--- src/rtl/game_master_fsm.sv ---
// game_master_fsm: snake game flow controller with pause, win/lose, timed level-up interlude and score/level counters.
module game_master_fsm #(
    parameter int SCORE_W         = 8,
    parameter int TARGET_SCORE    = 10,
    parameter int NUM_LEVELS      = 4,
    parameter int LEVEL_UP_CYCLES = 50000000,
    localparam int LVL_W          = (NUM_LEVELS > 2) ? $clog2(NUM_LEVELS) : 1
) (
    input  logic               CLK,
    input  logic               RESET,
    input  logic               BTN_U,
    input  logic               BTN_D,
    input  logic               BTN_L,
    input  logic               BTN_R,
    input  logic               BTN_C,
    input  logic               SCORE_INC,
    input  logic               COLLISION,
    output logic [2:0]         STATE,
    output logic [SCORE_W-1:0] SCORE,
    output logic [LVL_W-1:0]   LEVEL,
    output logic               GAME_ACTIVE
);
    localparam int PRG_W = (TARGET_SCORE > 2) ? $clog2(TARGET_SCORE) : 1;
    localparam int TMR_W = (LEVEL_UP_CYCLES > 2) ? $clog2(LEVEL_UP_CYCLES) : 1;

    typedef enum logic [2:0] {
        IDLE     = 3'b000,
        PLAY     = 3'b001,
        WIN      = 3'b010,
        LOSE     = 3'b011,
        PAUSE    = 3'b100,
        LEVEL_UP = 3'b101
    } state_t;

    state_t             state;
    logic [PRG_W-1:0]   prog;
    logic [TMR_W-1:0]   timer;
    logic               prev_c;
    logic               c_edge;

    assign c_edge      = BTN_C & ~prev_c;
    assign STATE       = state;
    assign GAME_ACTIVE = (state == PLAY);

    // prev_c resets high so a centre button held through reset yields no edge
    always_ff @(posedge CLK or negedge RESET) begin
        if (!RESET) begin
            state  <= IDLE;
            SCORE  <= '0;
            LEVEL  <= '0;
            prog   <= '0;
            timer  <= '0;
            prev_c <= 1'b1;
        end else begin
            prev_c <= BTN_C;
            case (state)
                IDLE: begin
                    SCORE <= '0;
                    LEVEL <= '0;
                    prog  <= '0;
                    if (BTN_U | BTN_D | BTN_L | BTN_R) state <= PLAY;
                end
                PLAY: begin
                    if (COLLISION) begin
                        state <= LOSE;
                    end else if (SCORE_INC) begin
                        SCORE <= (SCORE == '1) ? SCORE : SCORE + 1'b1;
                        if (prog == PRG_W'(TARGET_SCORE - 1)) begin
                            prog <= '0;
                            if (LEVEL == LVL_W'(NUM_LEVELS - 1)) begin
                                state <= WIN;
                            end else begin
                                state <= LEVEL_UP;
                                LEVEL <= LEVEL + 1'b1;
                                timer <= '0;
                            end
                        end else begin
                            prog <= prog + 1'b1;
                        end
                    end else if (c_edge) begin
                        state <= PAUSE;
                    end
                end
                PAUSE: if (c_edge) state <= PLAY;
                LEVEL_UP: begin
                    timer <= timer + 1'b1;
                    if (timer == TMR_W'(LEVEL_UP_CYCLES - 1)) state <= PLAY;
                end
                WIN, LOSE: begin
                    if (c_edge) begin
                        state <= IDLE;
                        SCORE <= '0;
                        LEVEL <= '0;
                        prog  <= '0;
                    end
                end
                default: begin
                    state <= IDLE;
                    SCORE <= '0;
                    LEVEL <= '0;
                    prog  <= '0;
                    timer <= '0;
                end
            endcase
        end
    end
endmodule
--- config.mk ---
export PLATFORM = sky130hd
export DESIGN_NAME = game_master_fsm
export DESIGN_NICKNAME = d
export VERILOG_FILES = /design/src/rtl/game_master_fsm.sv
export SDC_FILE = /design/constraint.sdc
export NUM_CORES = 1
export LEC_CHECK = 0
export CAP_MARGIN = 20
export CORE_AREA = 2 2 74 76
export DETAILED_ROUTE_END_ITERATION = 16
export DIE_AREA = 0 0 76 78
export PLACE_DENSITY = 0.74
export SETUP_SLACK_MARGIN = 0.2
export SYNTH_ARGS = -nofsm -noshare
export SYNTH_HDL_FRONTEND = slang
export SYNTH_SLANG_ARGS = --single-unit
--- constraint.sdc ---
create_clock -name CLK -period 4.8 [get_ports CLK]
set_clock_uncertainty 0.15 [all_clocks]
set_input_delay 0.72 -clock CLK [delete_from_list [all_inputs] [get_ports CLK]]
set_output_delay 0.72 -clock CLK [all_outputs]
set_load 0.01 [all_outputs]
==> metrics.txt <==
# TYPE chip_impl_metric gauge
chip_impl_info{name="hold_class",value="input port to async pin"} 1
chip_impl_metric{name="drt_first_pass_iters",unit=""} 4
chip_impl_metric{name="report.final.setup_viol",unit=""} 0
chip_impl_metric{name="synthesis.area_per_instance",unit="um^2"} 8.99
chip_impl_metric{name="post-dp-hpwl",unit="um"} 3810
chip_impl_metric{name="post-cts-setup-buffers",unit=""} 0
chip_impl_metric{name="wire_length_of_the_first_global_routing_pass",unit="um"} 9590
chip_impl_info{name="worst_setup_path_startpoint",value="STATE[1]"} 1
chip_impl_metric{name="detail_route.iter0.violations",unit=""} 94
chip_impl_metric{name="die_h",unit="um"} 78
chip_impl_metric{name="synth_edf_count",unit=""} 0
chip_impl_metric{name="placed_cells",unit=""} 360
chip_impl_metric{name="cp.required",unit="ns"} 3.93
chip_impl_info{name="crit_path_end",value="GAME_ACTIVE"} 1
chip_impl_metric{name="maxSlewHeadroom",unit="%"} 32.2
chip_impl_metric{name="die_width",unit="um"} 76
chip_impl_metric{name="worstSkewPairLatency",unit="ns"} 0.29
chip_impl_metric{name="synth-warning-count",unit=""} 0
chip_impl_metric{name="detail_route.wl_per_cell",unit="um"} 14.9
chip_impl_metric{name="antennaDiodeCount",unit=""} 0
chip_impl_metric{name="postCtsResizedCells",unit=""} 0
chip_impl_metric{name="critical_path_cell_count",unit=""} 3
chip_impl_metric{name="regToRegSetupSlack",unit="ns"} 2.47
chip_impl_metric{name="avgViaCountPerCell",unit=""} 5.97
chip_impl_info{name="reg2reg_from",value="LEVEL[0]"} 1
chip_impl_metric{name="detailedPlace.worstSlack",unit="ns"} 1.79
chip_impl_metric{name="core",unit="um^2"} 5040
chip_impl_info{name="layout.cells.most_common",value="sky130_fd_sc_hd__dfrtp_1"} 1
chip_impl_metric{name="first_global_vias",unit=""} 2081
chip_impl_metric{name="globalRouteOverflowTotal",unit=""} 0
chip_impl_metric{name="floorplan.die_area",unit="um^2"} 5930
chip_impl_metric{name="ys_types",unit=""} 49
chip_impl_metric{name="number_of_cells_produced_by_synthesis",unit=""} 280
chip_impl_info{name="path_class",value="flop to output pin"} 1
chip_impl_metric{name="finalHoldViolCount",unit=""} 0
chip_impl_metric{name="cp_data_arrival_time",unit="ns"} 2.23
chip_impl_metric{name="numCtsBuffers",unit=""} 5
chip_impl_metric{name="grt_start_max_net_pins",unit=""} 45
chip_impl_metric{name="globalRouteTotalUtil",unit="%"} 20.2
chip_impl_metric{name="worstMarginPinSlew",unit="ns"} 1.02
chip_impl_info{name="final_cell_mix",value="43 x sky130_fd_sc_hd__dfrtp_1, 34 x sky130_fd_sc_hd__o21ai_0, 28 x sky130_fd_sc_hd__nor2_1, 24 x sky130_fd_sc_hd__nand2_1, 21 x sky130_fd_sc_hd__clkdlybuf4s50_1"} 1
chip_impl_info{name="slowest_stage",value="sky130_fd_sc_hd__clkdlybuf4s50_1"} 1
chip_impl_info{name="outcome",value="finished, final reports clean"} 1
chip_impl_metric{name="synth.cell_area",unit="um^2"} 2520
chip_impl_info{name="grt_setup_unrepaired",value="false"} 1
chip_impl_metric{name="critical_path.max_stage_delay",unit="ns"} 0.59
chip_impl_metric{name="cts.htree.levels",unit=""} 2
chip_impl_metric{name="worstPathBufferInverterCount",unit=""} 2
chip_impl_info{name="synth_ff_type",value="sky130_fd_sc_hd__dfrtp_1"} 1
chip_impl_info{name="crit-reg2reg-capture",value="timer[16]"} 1
chip_impl_metric{name="via_count",unit=""} 2202
chip_impl_metric{name="portBuffers",unit=""} 22
chip_impl_metric{name="clk_pin_slew_worst_paths",unit="ns"} 0.08
chip_impl_metric{name="filler_cell_count",unit=""} 445
chip_impl_metric{name="cp_max_fo",unit=""} 13
chip_impl_metric{name="routed_wirelength",unit="um"} 5510
chip_impl_metric{name="holdBufCountCts",unit=""} 0
chip_impl_metric{name="final_critical_path_setup_slack",unit="ns"} 1.70
chip_impl_metric{name="layout-drive-gt1-share",unit="%"} 7.69
chip_impl_metric{name="depth_of_the_worst_register_to_register_path",unit=""} 6
chip_impl_info{name="critical_path.cell_chain",value="or3b_4, inv_1, clkdlybuf4s50_1"} 1
chip_impl_metric{name="antenna_found_initial",unit=""} 0
chip_impl_metric{name="maxSlewViolCount",unit=""} 0
chip_impl_metric{name="post-route-period-util",unit="%"} 64.6
chip_impl_metric{name="cts.path.max_buffers",unit=""} 2
chip_impl_metric{name="synth_nets",unit=""} 294
chip_impl_info{name="tritoncts",value="yes"} 1
chip_impl_metric{name="cap_violations",unit=""} 0
chip_impl_metric{name="synth_async_sr_flop_share",unit="%"} 100
chip_impl_metric{name="syn2layout_area_growth",unit="%"} 13.9
chip_impl_metric{name="seq_area_frac_synth",unit="%"} 43.8
chip_impl_metric{name="final.setup.tns",unit="ns"} 0
chip_impl_metric{name="final_routed_drc_violation_total",unit=""} 0
chip_impl_metric{name="cts_sinks",unit=""} 44
chip_impl_info{name="critical_path.endpoint_type",value="output pin"} 1
chip_impl_metric{name="cellLeakagePower",unit="nW"} 1.17
chip_impl_metric{name="finalPower",unit="W"} 0.00119
chip_impl_info{name="clk_root_buffer_cell",value="sky130_fd_sc_hd__clkbuf_8"} 1
chip_impl_metric{name="initial_core_util",unit="%"} 49.9
chip_impl_metric{name="floorplan.io_pins",unit=""} 23
chip_impl_metric{name="yosys_register_bits",unit=""} 44
chip_impl_metric{name="route.antenna.remaining_nets",unit=""} 0
chip_impl_metric{name="rows",unit=""} 26
chip_impl_metric{name="final_util",unit="%"} 56.9
chip_impl_metric{name="timing.final.crit_period",unit="ns"} 3.10
chip_impl_metric{name="peakVddDrop",unit="uV"} 246
chip_impl_metric{name="pwr_density_cell",unit="nW/um^2"} 416
chip_impl_info{name="critPathTopFamily",value="buffers and inverters"} 1
chip_impl_metric{name="final_nets",unit=""} 312
chip_impl_metric{name="fmaxAchievable",unit="GHz"} 0.323
chip_impl_metric{name="post_route_non_filler_standard_cell_count",unit=""} 369
chip_impl_info{name="start_kind",value="flop"} 1
chip_impl_metric{name="gp_congestion",unit=""} 0.827
cell usage after synthesis (all sizes together) (3+ instances only):
cell type | count | area share, %
a21oi | 13 | 2.6
a31o | 3 | 1.0
a31oi | 7 | 1.7
and3 | 9 | 2.2
and4 | 3 | 1.0
buf | 7 | 1.7
clkbuf | 5 | 0.75
dfrtp | 43 | 43
ha | 5 | 2.5
inv | 7 | 1.0
nand2 | 24 | 3.6
nand2b | 6 | 1.5
nand3 | 12 | 2.4
nand3b | 3 | 0.89
nand4 | 13 | 3.2
nor2 | 29 | 4.4
nor3 | 5 | 1.4
nor4 | 8 | 2.6
o21ai | 35 | 7.0
o31ai | 10 | 3.0
xnor2 | 7 | 2.4
layout make-up:
| type | instances | area (um^2) | share of cell area, % |
|---|---|---|---|
| multi-input combinational | 217 | 1330 | 46.2 |
| sequential | 44 | 1100 | 38.4 |
| timing repair buffer | 23 | 235 | 8.20 |
| clock buffer | 8 | 90.1 | 3.14 |
| tap | 70 | 87.6 | 3.05 |
| inverter | 7 | 26.3 | 0.916 |
kinds of logic (layout without fill, tap and decap cells):
| family | after synthesis | after routing | share of synthesized area [%] |
|---|---|---|---|
| XOR/XNOR | 7 | 7 | 2.44 |
| AO/OA/AOI/OAI | 81 | 81 | 20.2 |
| flip-flops | 44 | 44 | 43.8 |
| adder cells (fa/ha/maj) | 5 | 5 | 2.49 |
| buffers and inverters | 19 | 38 | 3.53 |
| multiplexers | 1 | 1 | 0.447 |
| AND/OR/NAND/NOR | 123 | 123 | 27.1 |
worst reg2reg max path: cells and delay by family, from the launching register on:
| kind | cells | cell delay [ns] |
|---|---|---|
| DFF | 1 | 0.42 |
| adders and majority gates | 1 | 0.24 |
| and+or+nand+nor | 5 | 1.39 |
where the power goes:
part           total [W]  internal [W]  switching, W
Sequential      0.000492      0.000414     0.0000775
Combinational   0.000465      0.000176      0.000289
Clock           0.000237      0.000117      0.000119
metal layers:
layer,up-vias,share of wire (%),track usage (%)
met3,7,4.2,4.65
li1,1081,-,-
met2,56,48,33.5
met4,0,1.6,7.82
met5,-,0,0
met1,1058,46,25.7
flip-flops by register name, indices dropped and copies added (netlist names):
register and flops:
prog 4, SCORE 8, STATE 3, LEVEL 2, timer 26, prev_c 1
metrics by stage:
| step | hold slack [ns] | area [um^2] |
|---|---|---|
| after floorplan | 0.274 | 2520 |
| after global placement | 0.324 | 2760 |
| after detailed placement | 0.332 | 2760 |
| after CTS | 0.345 | 2850 |
| after global routing | 0.0408 | 2870 |
| final | 0.0652 | 2870 |
worst min path at each step:
stage	endpoint	slack, ns	depth (start not counted)	from
after floorplan	LEVEL[0]	0.27	0	RESET
after global placement	timer[14]	0.32	1	timer[14]
after detailed placement	timer[14]	0.33	1	timer[14]
after CTS	timer[14]	0.34	1	timer[14]
after global routing	STATE[1]	0.04	1	RESET
final	STATE[1]	0.07	1	RESET
Power figures use the tool's default switching activity.
